### src/rtl/ftdi_tx_arbiter.sv
// ftdi_tx_arbiter: round-robin framer of two packet sources into the FTDI TX FIFO.
// Define FTDI_TX_CSUM_EN to append a two's-complement checksum byte to every frame.
module ftdi_tx_arbiter #(
    parameter logic [7:0] pSyncByte = 8'hAA,
    parameter int         pMaxLen   = 64
) (
    input  logic       iClk,
    input  logic       iRst,
    input  logic [1:0] iReq,
    input  logic [7:0] iLen0,
    input  logic [7:0] iLen1,
    input  logic [7:0] iData0,
    input  logic [7:0] iData1,
    input  logic [1:0] iEmpty,
    output logic [1:0] oRdEn,
    output logic       oWrEn,
    output logic [7:0] oWrData,
    input  logic       iWrFull,
    output logic [1:0] oGnt,
    output logic [1:0] oDone,
    output logic       oBusy,
    output logic       oLenErr
);
    localparam logic [7:0] MAX_LEN = 8'(pMaxLen);

    typedef enum logic [2:0] {
        IDLE, SYNC, ID, LEN, PAYLOAD,
`ifdef FTDI_TX_CSUM_EN
        CSUM,
`endif
        DONE
    } state_t;

`ifdef FTDI_TX_CSUM_EN
    localparam state_t TAIL = CSUM;
`else
    localparam state_t TAIL = DONE;
`endif

    state_t     state_q, state_d;
    logic [1:0] gnt_q, gnt_d, done_q, done_d;
    logic [7:0] cnt_q, cnt_d, len_q, len_d, len_in;
    logic       len_err_q, len_err_d, ch_q, ch_d, last_q, last_d, sel, xfer;
`ifdef FTDI_TX_CSUM_EN
    logic [7:0] csum_q, csum_d;
`endif

    always_comb begin
        sel       = (iReq == 2'b11) ? ~last_q : iReq[1];
        len_in    = sel ? iLen1 : iLen0;
        xfer      = !iWrFull && !iEmpty[ch_q];
        state_d   = state_q;
        gnt_d     = gnt_q;
        cnt_d     = cnt_q;
        len_d     = len_q;
        len_err_d = len_err_q;
        ch_d      = ch_q;
        last_d    = last_q;
        oWrEn     = 1'b0;
        oWrData   = 8'h00;
        oRdEn     = 2'b00;
        case (state_q)
            IDLE: if (|iReq) begin
                ch_d      = sel;
                len_d     = (len_in > MAX_LEN) ? MAX_LEN : len_in;
                len_err_d = len_err_q || (len_in > MAX_LEN);
                gnt_d     = sel ? 2'b10 : 2'b01;
                cnt_d     = 8'd0;
                state_d   = SYNC;
            end
            SYNC: begin
                oWrEn   = !iWrFull;
                oWrData = pSyncByte;
                state_d = oWrEn ? ID : SYNC;
            end
            ID: begin
                oWrEn   = !iWrFull;
                oWrData = {7'b0, ch_q};
                state_d = oWrEn ? LEN : ID;
            end
            LEN: begin
                oWrEn   = !iWrFull;
                oWrData = len_q;
                state_d = !oWrEn ? LEN : (len_q != 8'd0) ? PAYLOAD : TAIL;
            end
            PAYLOAD: begin
                oWrEn   = xfer;
                oRdEn   = xfer ? {ch_q, !ch_q} : 2'b00;
                oWrData = ch_q ? iData1 : iData0;
                cnt_d   = xfer ? cnt_q + 8'd1 : cnt_q;
                state_d = (xfer && cnt_q == len_q - 8'd1) ? TAIL : PAYLOAD;
            end
`ifdef FTDI_TX_CSUM_EN
            CSUM: begin
                oWrEn   = !iWrFull;
                oWrData = 8'd0 - csum_q;
                state_d = oWrEn ? DONE : CSUM;
            end
`endif
            DONE: begin
                gnt_d   = 2'b00;
                last_d  = ch_q;
                state_d = IDLE;
            end
            default: state_d = IDLE;
        endcase
`ifdef FTDI_TX_CSUM_EN
        csum_d = (state_q == IDLE) ? 8'd0 :
                 (oWrEn && state_q inside {ID, LEN, PAYLOAD}) ? csum_q + oWrData : csum_q;
`endif
        // Pulse while sitting in DONE so the requester can drop iReq before IDLE samples it.
        done_d = (state_d == DONE && state_q != DONE) ? {ch_q, !ch_q} : 2'b00;
    end

    always_ff @(posedge iClk or posedge iRst) begin
        if (iRst) begin
            state_q   <= IDLE;
            gnt_q     <= 2'b00;
            done_q    <= 2'b00;
            cnt_q     <= 8'd0;
            len_q     <= 8'd0;
            len_err_q <= 1'b0;
            ch_q      <= 1'b0;
            last_q    <= 1'b1;
`ifdef FTDI_TX_CSUM_EN
            csum_q    <= 8'd0;
`endif
        end else begin
            state_q   <= state_d;
            gnt_q     <= gnt_d;
            done_q    <= done_d;
            cnt_q     <= cnt_d;
            len_q     <= len_d;
            len_err_q <= len_err_d;
            ch_q      <= ch_d;
            last_q    <= last_d;
`ifdef FTDI_TX_CSUM_EN
            csum_q    <= csum_d;
`endif
        end
    end

    assign oGnt    = gnt_q;
    assign oDone   = done_q;
    assign oLenErr = len_err_q;
    assign oBusy   = state_q != IDLE;
endmodule

### config.mk
export PLATFORM = sky130hd
export DESIGN_NAME = ftdi_tx_arbiter
export DESIGN_NICKNAME = d
export VERILOG_FILES = /design/src/rtl/ftdi_tx_arbiter.sv
export SDC_FILE = /design/constraint.sdc
export NUM_CORES = 1
export LEC_CHECK = 0
export CAP_MARGIN = 20
export CORE_MARGIN = 2
export CORE_UTILIZATION = 63
export CTS_CLUSTER_DIAMETER = 100
export DETAILED_ROUTE_END_ITERATION = 8
export DONT_BUFFER_PORTS = 1
export GPL_TIMING_DRIVEN = 0
export HOLD_SLACK_MARGIN = 0.03
export PLACE_DENSITY = 0.79
export SLEW_MARGIN = 20
export SYNTH_ARGS = -nofsm -noshare
export SYNTH_HDL_FRONTEND = slang
export SYNTH_SLANG_ARGS = --single-unit
### constraint.sdc
create_clock -name iClk -period 2.4 [get_ports iClk]
set_input_delay 0.48 -clock iClk [delete_from_list [all_inputs] [get_ports iClk]]
set_output_delay 0.48 -clock iClk [all_outputs]
set_load 0.1 [all_outputs]
==> flow_summary.ini, run 1 <==
[status]
outcome = finished, violations left
violations = negative setup slack

[logic_synthesis]
synth_seq_area_share_pct = 36.0
synth-edff-count = 0
syn_inst = 208
synth_top_cell_by_area = dfrtp_1
syn_area_um2 = 1810
yosysMostFrequentCell = dfrtp_1
ys_top_cells_by_area = dfrtp_1 (35%), mux2i_1 (7.2%), nor2_1 (4.8%), xnor2_1 (4.4%), xor2_1 (3.9%)
synth.top_cell.area_share_pct = 34.5
async_flop_share_pct = 100
synth.distinct_cells = 46
synth_nets = 250
avgSynthCellArea_um2 = 8.71
dominantRegCellSynth = dfrtp_1
synth_commonest_cells = dfrtp_1 (25), nor2_1 (23), nand2_1 (17), mux2i_1 (13), clkbuf_1 (10)
synth-seq-cells = 26
ys.warnings.count = 0

[critical_path]
crit_type = reg2out
cp_max_fo = 8
crit_required_ns = 1.92
setup.worst_path.start_class = flop
r2r_start = len_q[2]$_DFFE_PP0P_
crit_path_start = state_q[0]$_DFF_PP0_
worstSetupEndpointType = output pin
worst_ep_arrival_time_ns = 2.13

[timing]
rsz0062_at_grt = yes
hold_viol_final = 0
max_slew_margin_pct = 27.7
tightest_slew_ns = 1.09
period_minus_slack_ns = 2.61
fmax_mhz = 383
period_share_pct = 109
clock_skew_ns = 0.00174
setup-violations-final = 11
final.setup.worst_slack_ns = -0.212
slew_viol_final = 0

[final_layout]
area_growth_pct = 21.8
nets = 262
finish.cell_count_without_fillers = 250
fill_cells = 163
drive_gt1_share_pct = 22.4
antenna-diode-count = 0

[placement]
dpl.cell_count = 239
dp_hpwl_um = 3460
port_buffers = 0
place_congestion = 0.866

[global_route]
grt_pass1_wl_um = 8140
antenna_found_initial = 0
grt_util_all_layers_pct = 32.2
grt_pass1_vias = 1757
grt_max_degree = 27
grt-ovfl-total = 0

[flow_run]
maxCapViolCount = 0

[detailed_routing]
detail_route.wl_per_cell_um = 22.1
drc = 0
first_pass_iters = 4
vias_per_cell = 6.99
drt_iter0_drc = 110
routed_wl_um = 5520
detail-route-antenna-nets = 0
vias = 1747

[worst_hold_path]
hold_path.class = in2reg
hold_start = iWrFull

[clock_network]
cts-root-buf = clkbuf_4
cts.clk_slew.worst_paths_ns = 0.15
clockBufferDepth = 2
numClockSinks = 26
htreeDepth = 1
cts_tree = done
numCtsBuffers = 3
insertion_delay_ns = 0.34

[floorplan]
initial_core_util_pct = 66.3
die-area_um2 = 3320
coreArea_um2 = 2730
die_w_um = 57.6
num_io_pins = 56
num_rows = 19
die_h_um = 57.6
## metrics by stage
step / worst slack, ns / hold slack [ns] / setup TNS (ns) / util, % / instance area [µm²]
global route: -0.258 / 0.222 / -2.16 / 80.7 / 2210
floorplan: -0.351 / 0.505 / -1.29 / - / 1860
finish: -0.212 / 0.219 / -1.80 / 80.7 / 2210
detailed placement: -0.547 / 0.563 / -2.43 / 70.0 / 1910
global placement: -0.513 / 0.547 / -3.54 / 69.6 / 1900
CTS: -0.337 / 0.224 / -2.05 / 78.8 / 2150
## layout by cell type (no fill, tap or decap), drive strengths merged, types with 2 or more instances in the layout
master  instances
a21oi           6
or2             2
and2            5
xor2            8
nand3           5
mux2            2
o21ai           7
a31oi           3
o22ai           5
o21bai          2
nor4            5
nor3b           2
dfrtp          25
ha              3
o31ai           8
nand2          17
inv             4
nor2           23
clkbuf         12
a21o            3
and3            4
nand4           5
xnor2           9
mux2i          13
buf             9
nor2b           2
o31a            2
nand2b          4
nor3            8
## worst paths after layout
check,to,slack [ns],depth (start not counted)
min in group asynchronous,len_q[2]$_DFFE_PP0P_,0.57,2
max in group asynchronous,last_q$_DFFE_PP1P_,1.31,3
worst max-delay path,oWrData[5],-0.21,4
worst min-delay path,state_q[2]$_DFF_PP0_,0.22,1
worst max register to register,oDone[1]$_DFF_PP0_,0.21,6
worst min register to register,len_q[1]$_DFFE_PP0P_,0.62,2
## logic make-up (layout without fill, tap and decap cells)
| family | Yosys count | in the layout | synth area share [%] |
|---|---|---|---|
| compound gates | 44 | 44 | 16.4 |
| xor+xnor | 17 | 17 | 8.22 |
| fa+ha+maj | 3 | 3 | 2.07 |
| buf+inv | 17 | 28 | 3.66 |
| flops | 26 | 26 | 36.0 |
| mux | 15 | 15 | 8.43 |
| simple gates | 86 | 86 | 25.3 |
## worst max-delay path, stage by stage, from the launching register on
cell     delay, ns
dfrtp_1       0.43
or3b_4        0.44
buf_4         0.16
buf_12        0.15
o22ai_4       0.61
## registers in the layout, indices dropped and copies added, names as in the netlist
register	flops
ch_q	1
cnt_q	8
last_q	1
len_q	8
oDone	2
oGnt	2
oLenErr	1
state_q	3
## cell type report
| cell class | count | area (µm²) | area share [%] |
|---|---|---|---|
| Buffer | 9 | 72.6 | 3.29 |
| Clock buffer | 3 | 22.5 | 1.02 |
| Clock inverter | 1 | 30.0 | 1.36 |
| Inverter | 5 | 25.0 | 1.13 |
| Multi-Input combinational cell | 165 | 1270 | 57.4 |
| Sequential cell | 26 | 653 | 29.6 |
| Tap cell | 31 | 38.8 | 1.76 |
| Timing Repair Buffer | 10 | 97.6 | 4.42 |
## per-layer routing
layer | wire length [µm] | part of all wire [%] | track usage [%] | up-vias
met5 | 0 | 0 | 0 | -
met4 | 247 | 4.5 | 17.9 | 0
met3 | 452 | 8.2 | 4.69 | 30
met2 | 2820 | 51 | 55.4 | 122
met1 | 1990 | 36 | 38.4 | 828
li1 | - | - | - | 767
## what timing repair did
item / in CTS / in global routing
hold buffers: 0 / 1
resized for setup: 35 / 11
buffers inserted: 6 / 2
setup endpoints to repair: 13 / 16
endpoints found under the hold margin: 0 / 8
pin swaps: 12 / 8
Power of run 1 is left out: the tool's default activity adds up to more than one toggle a clock period on the data nets, which glitch-free logic cannot reach.
==> inputs of run 2 (changes only) <==
- PLACE_DENSITY: 0.79 -> 0.85
==> run 2 against run 1 <==
The run still ends with negative setup slack left. Sequential share of layout area increased by 0.20 points. Count of clock-buffer cells in the layout unchanged. Core utilization decreased by 0.55 points. Non-clock buffer count increased by 2. Flip-flop and latch count unchanged. Critical endpoint is now oRdEn[0].
==> flow_summary.ini, run 2 (synthesized netlist as in run 1, its figures left out) <==
[placement]
place_congestion = 0.891
port_buffers = 0
dpl.cell_count = 239
dp_hpwl_um = 3300

[floorplan]
num_rows = 19
die_w_um = 57.6
initial_core_util_pct = 66.3
die-area_um2 = 3320
die_h_um = 57.6
coreArea_um2 = 2730
num_io_pins = 56

[detailed_routing]
first_pass_iters = 4
vias_per_cell = 6.88
detail_route.wl_per_cell_um = 21.3
drc = 0
drt_iter0_drc = 128
vias = 1734
detail-route-antenna-nets = 0
routed_wl_um = 5380

[timing]
fmax_mhz = 378
max_slew_margin_pct = 29.2
rsz0062_at_grt = yes
hold_viol_final = 0
slew_viol_final = 0
period_share_pct = 110
setup-violations-final = 11
final.setup.worst_slack_ns = -0.247
clock_skew_ns = 0.00980
period_minus_slack_ns = 2.65
tightest_slew_ns = 1.07

[final_layout]
antenna-diode-count = 0
final_cell_mix = dfrtp_1 (24), nor2_1 (20), nand2_1 (17)
finish.cell_count_without_fillers = 252
area_growth_pct = 20.9
reg_top3 = cnt_q x8, len_q x8, state_q x3
final_common_cell = dfrtp_1
drive_gt1_share_pct = 22.2
nets = 264

[worst_hold_path]
hold_path.class = in2async

[clock_network]
numCtsBuffers = 3
cts.clk_slew.worst_paths_ns = 0.17
clockBufferDepth = 2
htreeDepth = 1
cts_tree = done
holdBufCountCts = 0
numClockSinks = 26
cts-root-buf = clkbuf_4
insertion_delay_ns = 0.35

[critical_path]
crit_required_ns = 1.92
worstSetupEndpointType = output pin
cp_max_fo = 3
setup.worst_path.start_class = flop
crit_path_start = state_q[0]$_DFF_PP0_
rrSetupSlack_ns = 0.12
r2r_start = state_q[1]$_DFF_PP0_
rr_worst_depth = 7
crit_type = reg2out
reg2reg_to = oLenErr$_DFFE_PP0P_
worst_ep_arrival_time_ns = 2.17

[global_route]
grt-ovfl-total = 0
grt_util_all_layers_pct = 35.1
grt_pass1_vias = 1796
grt_pass1_wl_um = 8670
grt_max_degree = 27
antenna_found_initial = 0

[flow_run]
maxCapViolCount = 0

[status]
violations = negative setup slack
outcome = finished, violations left
run 2: cell types whose count changed in the layout (fill, tap and decap cells not counted), sizes merged:
cell	change
dlygate4sd3	-1
buf	+4
clkbuf	-1
run 2: final cells by class:
| cell class | instances | area (µm²) |
|---|---|---|
| multi-input combinational | 165 | 1260 |
| sequential | 26 | 653 |
| fill | 151 | 543 |
| timing repair buffer | 12 | 93.8 |
| buffer | 9 | 67.6 |
| tap | 31 | 38.8 |
| clock inverter | 1 | 30.0 |
| inverter | 5 | 25.0 |
| clock buffer | 3 | 22.5 |
run 2: how the worst max path moves through the flow:
| stage | to |
|---|---|
| 2_1_floorplan | oWrData[2] |
| 3_5_place_dp | oWrData[1] |
| 3_3_place_gp | oWrData[6] |
| 4_1_cts | oRdEn[0] |
| 5_1_grt | oRdEn[0] |
| 6_report | oRdEn[0] |
run 2: layer usage:
metal / global-route usage (%) / up-vias / part of all wire [%]
met3: 4.46 / 23 / 9.1
met1: 43.2 / 813 / 37
met5: 0 / - / 0
met2: 58.4 / 122 / 49
met4: 21.6 / 0 / 4.6
li1: - / 776 / -
run 2: what timing repair did:
action                     4_1_cts  5_1_grt
buffers inserted                11        1
pin swaps                       12        7
setup endpoints to repair       13       14
resized for setup               34        7
run 2: worst max-delay path, stage by stage (launching register included):
cell     delay [ns]
dfrtp_1        0.45
or3b_4         0.45
or3_4          0.42
nor2_4         0.49
run 2: metrics by stage:
step	hold slack [ns]	instance area (µm²)	TNS (ns)	worst slack, ns	utilization (%)
after floorplan	0.505	1860	-1.29	-0.351	-
after global placement	0.570	1900	-2.65	-0.431	69.6
after detailed placement	0.586	1910	-1.76	-0.322	70.0
after CTS	0.227	2190	-2.01	-0.329	80.0
after global routing	0.218	2190	-2.19	-0.275	80.1
final	0.216	2190	-1.96	-0.247	80.1
Power of run 2 is left out for the same reason.
